--- config.mk ---
export PLATFORM = sky130hd
export DESIGN_NAME = cmd_decoder_flat
export DESIGN_NICKNAME = d
export VERILOG_FILES = /design/src/rtl/cmd_decoder_if.sv /design/src/rtl/cmd_decoder.sv /design/src/flat_wrapper.sv
export SDC_FILE = /design/constraint.sdc
export NUM_CORES = 1
export LEC_CHECK = 0
export ABC_AREA = 1
export CAP_MARGIN = 40
export CELL_PAD_IN_SITES_DETAIL_PLACEMENT = 0
export CELL_PAD_IN_SITES_GLOBAL_PLACEMENT = 1
export CORE_UTILIZATION = 41
export CTS_CLUSTER_DIAMETER = 100
export DETAILED_ROUTE_END_ITERATION = 10
export PLACE_DENSITY_LB_ADDON = 0.12
export SETUP_SLACK_MARGIN = 0.15
export SLEW_MARGIN = 30
export SYNTH_ARGS = -nofsm -noshare
export SYNTH_HDL_FRONTEND = slang
export SYNTH_SLANG_ARGS = --single-unit
--- constraint.sdc ---
create_clock -name clk -period 1.98 [get_ports clk]
set_clock_uncertainty 0.1 [all_clocks]
set_input_delay 0.297 -clock clk [delete_from_list [all_inputs] [get_ports clk]]
set_output_delay 0.297 -clock clk [all_outputs]
set_load 0.02 [all_outputs]
--- src/rtl/cmd_decoder_if.sv ---
// Byte-stream command bus: received bytes in, decoded motion/speed state and status pulses out.
interface cmd_decoder_if #(
    parameter int unsigned SPEED_W = 4
);
    logic [7:0]         rx_data;
    logic               rx_valid;
    logic [3:0]         action;
    logic [SPEED_W-1:0] speed;
    logic               cmd_ack;
    logic               cmd_err;
    logic               timeout_flag;

    modport master (
        output rx_data, rx_valid,
        input  action, speed, cmd_ack, cmd_err, timeout_flag
    );

    modport slave (
        input  rx_data, rx_valid,
        output action, speed, cmd_ack, cmd_err, timeout_flag
    );
endinterface

--- src/rtl/cmd_decoder.sv ---
// ASCII command decoder: single-byte motion commands, 'V'<digit> speed commands and an
// inactivity watchdog that forces a stop when no command is accepted for TIMEOUT_CYC cycles.
module cmd_decoder #(
    parameter int unsigned TIMEOUT_CYC = 50_000_000,
    parameter int unsigned SPEED_W     = 4
) (
    input logic          clk,
    input logic          rst_n,
    cmd_decoder_if.slave bus
);
    localparam int unsigned CntW       = (TIMEOUT_CYC == 0) ? 1 : $clog2(TIMEOUT_CYC + 1);
    localparam logic [CntW-1:0] TimeoutVal = CntW'(TIMEOUT_CYC);
    localparam bit          WdEn       = (TIMEOUT_CYC != 0);
    localparam int unsigned MaxSpeed   = (1 << SPEED_W) - 1;

    typedef enum logic [0:0] {StIdle, StWaitArg} state_e;

    state_e             state_q, state_d;
    logic [3:0]         action_q, action_d;
    logic [SPEED_W-1:0] speed_q, speed_d;
    logic               ack_q, ack_d;
    logic               err_q, err_d;
    logic               flag_q, flag_d;
    logic [CntW-1:0]    cnt_q, cnt_d;

    logic       is_action, is_digit, is_eol, is_speed_cmd, expire;
    logic [3:0] act_map;
    logic [3:0] digit;

    always_comb begin
        is_action = 1'b1;
        act_map   = 4'b0000;
        unique case (bus.rx_data)
            8'h31:               act_map = 4'b0001;
            8'h32:               act_map = 4'b0100;
            8'h33:               act_map = 4'b1000;
            8'h34:               act_map = 4'b0010;
            8'h30, 8'h53, 8'h73: act_map = 4'b0000;
            default:             is_action = 1'b0;
        endcase
        is_digit     = (bus.rx_data >= 8'h30) && (bus.rx_data <= 8'h39);
        is_eol       = (bus.rx_data == 8'h0D) || (bus.rx_data == 8'h0A);
        is_speed_cmd = (bus.rx_data == 8'h56) || (bus.rx_data == 8'h76);
        digit        = bus.rx_data[3:0];
    end

    always_comb begin
        state_d  = state_q;
        action_d = action_q;
        speed_d  = speed_q;
        ack_d    = 1'b0;
        err_d    = 1'b0;
        flag_d   = flag_q;
        cnt_d    = cnt_q;
        expire   = 1'b0;

        if (bus.rx_valid && !is_eol) begin
            if (state_q == StIdle) begin
                if (is_action) begin
                    action_d = act_map;
                    ack_d    = 1'b1;
                    flag_d   = 1'b0;
                end else if (is_speed_cmd) begin
                    state_d = StWaitArg;
                end else begin
                    err_d = 1'b1;
                end
            end else begin
                state_d = StIdle;
                if (is_digit) begin
                    if (32'(digit) > MaxSpeed) speed_d = SPEED_W'(MaxSpeed);
                    else                       speed_d = SPEED_W'(digit);
                    ack_d = 1'b1;
                end else begin
                    err_d = 1'b1;
                end
            end
        end

        if (ack_d)                    cnt_d = '0;
        else if (cnt_q != TimeoutVal) cnt_d = cnt_q + CntW'(1);

        // Fires once per stall: after the stop is forced, the saturated counter must not keep
        // kicking a pending 'V' argument out of WAIT_ARG. Any accepted command wins the race.
        expire = WdEn && (cnt_q == TimeoutVal) && !flag_q && !ack_d;
        if (expire) begin
            action_d = 4'b0000;
            flag_d   = 1'b1;
            state_d  = StIdle;
        end
    end

    always_ff @(posedge clk or negedge rst_n) begin
        if (!rst_n) begin
            state_q  <= StIdle;
            action_q <= 4'b0000;
            speed_q  <= '0;
            ack_q    <= 1'b0;
            err_q    <= 1'b0;
            flag_q   <= 1'b0;
            cnt_q    <= '0;
        end else begin
            state_q  <= state_d;
            action_q <= action_d;
            speed_q  <= speed_d;
            ack_q    <= ack_d;
            err_q    <= err_d;
            flag_q   <= flag_d;
            cnt_q    <= cnt_d;
        end
    end

    assign bus.action       = action_q;
    assign bus.speed        = speed_q;
    assign bus.cmd_ack      = ack_q;
    assign bus.cmd_err      = err_q;
    assign bus.timeout_flag = flag_q;
endmodule

--- src/flat_wrapper.sv ---
// flat-port wrapper written by rule: the top's interface ports become plain ports
module cmd_decoder_flat 
#(
    parameter int unsigned TIMEOUT_CYC = 50_000_000,
    parameter int unsigned SPEED_W     = 4
)
  (clk, rst_n, bus_rx_data, bus_rx_valid, bus_action, bus_speed, bus_cmd_ack, bus_cmd_err, bus_timeout_flag);
  cmd_decoder_if #(.SPEED_W(SPEED_W)) bus_i ();
  input logic clk;
  input logic rst_n;
  input wire logic [$bits(bus_i.rx_data)-1:0] bus_rx_data;
  input wire logic [$bits(bus_i.rx_valid)-1:0] bus_rx_valid;
  output wire logic [$bits(bus_i.action)-1:0] bus_action;
  output wire logic [$bits(bus_i.speed)-1:0] bus_speed;
  output wire logic [$bits(bus_i.cmd_ack)-1:0] bus_cmd_ack;
  output wire logic [$bits(bus_i.cmd_err)-1:0] bus_cmd_err;
  output wire logic [$bits(bus_i.timeout_flag)-1:0] bus_timeout_flag;
  assign bus_i.rx_data = bus_rx_data;
  assign bus_i.rx_valid = bus_rx_valid;
  assign bus_action = bus_i.action;
  assign bus_speed = bus_i.speed;
  assign bus_cmd_ack = bus_i.cmd_ack;
  assign bus_cmd_err = bus_i.cmd_err;
  assign bus_timeout_flag = bus_i.timeout_flag;
  cmd_decoder #(.TIMEOUT_CYC(TIMEOUT_CYC), .SPEED_W(SPEED_W)) u_core (.clk(clk), .rst_n(rst_n), .bus(bus_i));
endmodule
* Word level (Yosys, flattened, before mapping) *
Index checks and enable logic that the tools add are counted.

cells by class
  shift-type cells = 0
  mux-type cells = 26
  multipliers = 0
  divide/modulo/power cells = 0
  eq/ne operators = 14
  reduce and logical (&&, ||, !) cells = 15
  order comparisons = 2
  add/sub/neg operators = 1
  bitwise gates (word level) = 0

operator list
  cell                                                                                  number
  26-bit two-way mux                                                                    2
  8-bit by 6-bit == test with 1-bit output (second input constant)                      5
  8-bit by 7-bit == test with 1-bit output (second input constant)                      4
  26-bit by 1-bit adder with 26-bit output (second input constant)                      1
  26-bit == test (second input constant)                                                1
  26-bit != test (second input constant)                                                1
  1-bit two-way mux                                                                     19
  8-bit by 4-bit == test with 1-bit output (second input constant)                      2
  4-bit two-way mux                                                                     4
  4-bit one-hot mux with 4 select lines                                                 1
  8-bit by 6-bit greater-or-equal comparator with 1-bit output (second input constant)  1
  8-bit by 6-bit less-or-equal comparator with 1-bit output (second input constant)     1
  7-bit OR reduction                                                                    1
  3-bit AND reduction                                                                   2
  2-bit nonzero test                                                                    3
  1-bit logical AND                                                                     4
  1-bit zero test                                                                       3
  1-bit logical OR                                                                      2
  2-bit != test (second input constant)                                                 1

word-level totals
  input bits = 11
  logic and storage cells = 65
  bits in latches = 0
  bits in registers = 38
  memories = 0
  bits in writable memories = 0
  memory bits (read-only) = 0
  output and inout port bits = 11

* Logic depth before layout (Yosys ltp) *
  word-level depth = 10
  mapped depth = 12
  gate-level depth less buffers = 12

* Worst setup path before layout *
OpenSTA, ideal clock, no wires.

  path kind = register -> register
  start point = reg u_core.cnt_q[0]
  end point = reg u_core.action_q[3], in the netlist u_core.bus.action[3]
  data arrival time = 1.348 ns
  path slack = 0.416 ns
  required time = 1.763 ns
  cell stages (with the launch flop) = 12
  cell sequence = dfrtp_1 -> inv_1 -> ha_1 -> inv_1 -> nor2_1 -> nand3_1 -> nor2_1 -> nand2_1 -> inv_1 -> nand3_2 -> nand2_1 -> nor2_1

on the way
  cells in the longest elaborated chain, start to end = 5
  elaborated cells between the ends (all ways) = 8

RTL lines
  what                                                                  RTL line            RTL
  start: declaration                                                    cmd_decoder.sv:24   logic [CntW-1:0] cnt_q, cnt_d;
  start signal: assignment                                              cmd_decoder.sv:109  cnt_q <= cnt_d;
  26-bit == test (*)                                                    cmd_decoder.sv:85   expire = WdEn && (cnt_q == TimeoutVal) && !flag_q && !ack_d;
  1-bit logical AND (*) (2 in a row)                                    cmd_decoder.sv:85
  2-bit != test (no line) / 2-bit nonzero test (equally long branches)  -
  3-bit AND reduction (no line)                                         -
  end signal: assignment                                                cmd_decoder.sv:104  action_q <= action_d;
  end: declaration                                                      cmd_decoder.sv:19   logic [3:0] action_q, action_d;

Mark *: on every way between the ends. The rest lies on a longest branch, timed or not.
A chain may end at the register's enable or synchronous reset.

* Worst setup path after layout *
  start point = in bus_rx_data[0]
  end point = reg u_core.cnt_q[17]

on the way
  cells in the longest elaborated chain, start to end = 7
  elaborated cells between the ends (all ways) = 23

RTL lines
  what                                                                                                                  RTL line            RTL
  start: declaration                                                                                                    flat_wrapper.sv:11  input wire logic [$bits(bus_i.rx_data)-1:0] bus_rx_data;
  parallel branches: the longest is 5 deep, another holds 8-bit by 6-bit greater-or-equal comparator with 1-bit output  -
  1-bit two-way mux (*)                                                                                                 cmd_decoder.sv:57   if (bus.rx_valid && !is_eol) begin
  26-bit two-way mux / 2-bit nonzero test (equally long branches)                                                       -

Mark *: on every way between the ends.

==> results.sh <==
export IMPL_status="finished, final reports clean"
export IMPL_gr_usage_all_layers=0.2037
export IMPL_diodes=0
export IMPL_cts_max_path_buffers=2
export IMPL_die_area_um2=5960
export IMPL_relSlewSlack=0.6684
export IMPL_synth_nets=339
export IMPL_io_buffers=21
export IMPL_netlist_instances=326
export IMPL_whs_ps=398.4
export IMPL_ys_flop_type="dfrtp_1"
export IMPL_pin_count=22
export IMPL_cts_max_level=2
export IMPL_ys_async_sr_fraction=1.000
export IMPL_arrival_ps=1870
export IMPL_numCtsBuffers=5
export IMPL_antenna_found_initial=0
export IMPL_place_congestion=0.8090
export IMPL_p_total_w=0.002486
export IMPL_synth_most_common_cell="nand2_1"
export IMPL_crit_top_cell="nand2_1"
export IMPL_place_hpwl_um=4392
export IMPL_yosysSeqAreaShare=0.4101
export IMPL_cp_cell_sequence="clkdlybuf4s50_1 -> inv_1 -> nand2_1 -> nor2_1 -> nand2_1 -> nand4_2 -> nand2_4 -> inv_2 -> buf_12 -> nor3_2"
export IMPL_netlist_area_um2=2318
export IMPL_synth_seq_cells=38
export IMPL_path_max_fanout=8
export IMPL_fill_cells=548
export IMPL_ys_top_cells_by_area="dfrtp_1 (41%), nand2_1 (10%), nor2_1 (10%), inv_1 (7.4%), a21oi_1 (4.1%)"
export IMPL_clock_sinks=38
export IMPL_grt_pass1_wl_um=9501
export IMPL_post_drt_wl_per_cell_um=12.76
export IMPL_drc=0
export IMPL_worst_slew_pin_slew_ps=497.4
export IMPL_max_freq_ghz=0.5684
export IMPL_fin_nets=382
export IMPL_layout_drive_gt1_share=0.1784
export IMPL_min_delay_start="u_core.bus.speed[2]"
export IMPL_worstSetupStartpointType="primary input"
export IMPL_leakage_nw=1.402
export IMPL_ant_nets=0
export IMPL_synth_warning_count=0
export IMPL_synth_commonest_cells="nand2_1 (64), nor2_1 (63), inv_1 (46)"
export IMPL_required_ps=2090
export IMPL_vias_per_cell=4.738
export IMPL_core_region_area_um2=5473
export IMPL_setup_violations_final=0
export IMPL_path_buf_inv=4
export IMPL_crit_path_top_delay_cell="clkdlybuf4s50_1"
export IMPL_ir_drop_v=0.0004460
export IMPL_holdCritPathClass="register to register"
export IMPL_cts_root_buf="clkbuf_8"
export IMPL_die_h_um=77.20
export IMPL_yosysTopAreaCell="dfrtp_1"
export IMPL_hold_viol=0
export IMPL_multi_input_area_um2=1170
export IMPL_vias=2094
export IMPL_rows=27
export IMPL_cts_reportedPaths_clkPinSlew_ps=80
export IMPL_slew_viol_final=0
export IMPL_cts_tree="built"
export IMPL_cellPowerDensity_nw_per_um2=844.5
export IMPL_period_share=0.8885
export IMPL_finalWirelength_um=5641
export IMPL_crit_family="buffers and inverters"
export IMPL_area_delta_synth_final_pct=26.98
export IMPL_crit_start="bus_rx_data[0]"
export IMPL_grt_pass1_vias=1994
export IMPL_grt_overflow=0
export IMPL_drv_cap=0
export IMPL_postLayoutCoreUtil=0.5380
export IMPL_yosysUniqueCellTypes=25
export IMPL_first_iter_violations=101
export IMPL_rsz0062_at_grt="true"
export IMPL_initial_core_util=0.4236
export IMPL_grt_max_degree=39
export IMPL_finalCriticalPeriod_ps=1759
export IMPL_setup_slack_ps=220.7
export IMPL_synth_edf_count=0
export IMPL_drt_pass1_iterations=5
export IMPL_critPathKind="primary input to register"
export IMPL_reg2reg_from="u_core.cnt_q[0]"
export IMPL_synth_top_area_frac=0.4101
export IMPL_clock_latency_ps=290
export IMPL_finalSetupTns_ps=0
export IMPL_die_w_um=77.20
export IMPL_post_place_ws_ps=-64.28
export IMPL_critPathCaptureType="register"
export IMPL_syn_area_per_cell_um2=7.112
export IMPL_crit_path_max_incr_delay_ps=590
export IMPL_seqCellArea_um2=950.9
flip-flops by register name (all words and copies together), names as in the netlist:
name / cells
u_core.state_q: 1
u_core.cnt_q: 26
u_core.bus.cmd_err: 1
u_core.bus.action: 4
u_core.bus.cmd_ack: 1
u_core.bus.speed: 4
u_core.bus.timeout_flag: 1
routing by layer:
layer  wire length, um  GRT usage  vias up
li1                  -          -     1113
met1              2858     0.2905      950
met2              2596     0.3186       29
met3               152    0.03452        2
met4                34    0.05094        0
met5                 0          0        -
power by group:
group | switching [W] | internal (W) | leakage, nW
clock | 0.000283 | 0.000505 | 0.0683
combinational | 0.000382 | 0.000255 | 0.844
sequential | 0.000134 | 0.000928 | 0.489
worst reg2reg max path, cell delays in order, from the launching register on:
cell and delay [ps]:
dfrtp_1 380, inv_1 70, buf_4 140, nor3_4 200, buf_4 160, nand3_1 170, nor2_2 220, xnor2_1 150
nor2_1 50
cell usage in the layout, fill, tap and decap left out, drive strengths merged:
cell           Yosys  routed
nand2             71      71
nor2              69      69
inv               54      54
dfrtp             38      38
clkdlybuf4s50      0      20
nand3             20      20
a21oi             19      19
o21ai             19      19
buf                3      18
nor3              14      14
nand4             10      10
clkbuf             0       5
xor2               3       3
xnor2              3       3
ha                 2       2
bufinv             0       2
a31o               1       1
clkinv             0       1
dlygate4sd3        0       1
layout make-up:
class / instances / area share
Multi-Input combinational cell: 231 / 0.3974
Sequential cell: 38 / 0.3230
Timing Repair Buffer: 39 / 0.1334
Inverter: 54 / 0.06885
Tap cell: 72 / 0.03060
Clock buffer: 5 / 0.02337
Clock inverter: 3 / 0.02337
what timing repair did:
| action | in CTS | in global routing |
|---|---|---|
| hold buffers | 1 | 0 |
| gates resized for setup | 1 | 12 |
| endpoints found under the hold margin | 38 | 0 |
| pin swaps | 0 | 4 |
| endpoints found under the setup margin | 1 | 33 |
| buffers inserted | 0 | 2 |
path summary, 6_finish.rpt:
check | endpoint | slack, ps | cells after the start
worst max-delay path | u_core.cnt_q[17] | 220 | 10
worst min-delay path | u_core.bus.speed[2] | 400 | 2
worst max register to register | u_core.cnt_q[21] | 230 | 8
worst min register to register | u_core.bus.speed[2] | 400 | 2
max in group asynchronous | u_core.bus.action[1] | 940 | 3
min in group asynchronous | u_core.cnt_q[3] | 480 | 3
through the flow:
step                cell area, um2  std cells
detailed placement            2749        431
finish                        2944        442
global placement              2749        431
floorplan                     2318        326
CTS                           2899        440
global route                  2944        442
cells by family after synthesis:
kind of cell	share of synthesized area
and+or+nand+nor	0.3713
buffers and inverters	0.09930
AOI/OAI and AO/OA	0.08581
DFF	0.4101
xor gates and xnor gates	0.02267
adders and majority gates	0.01079
Note: power is estimated with default switching activity, not from simulation.
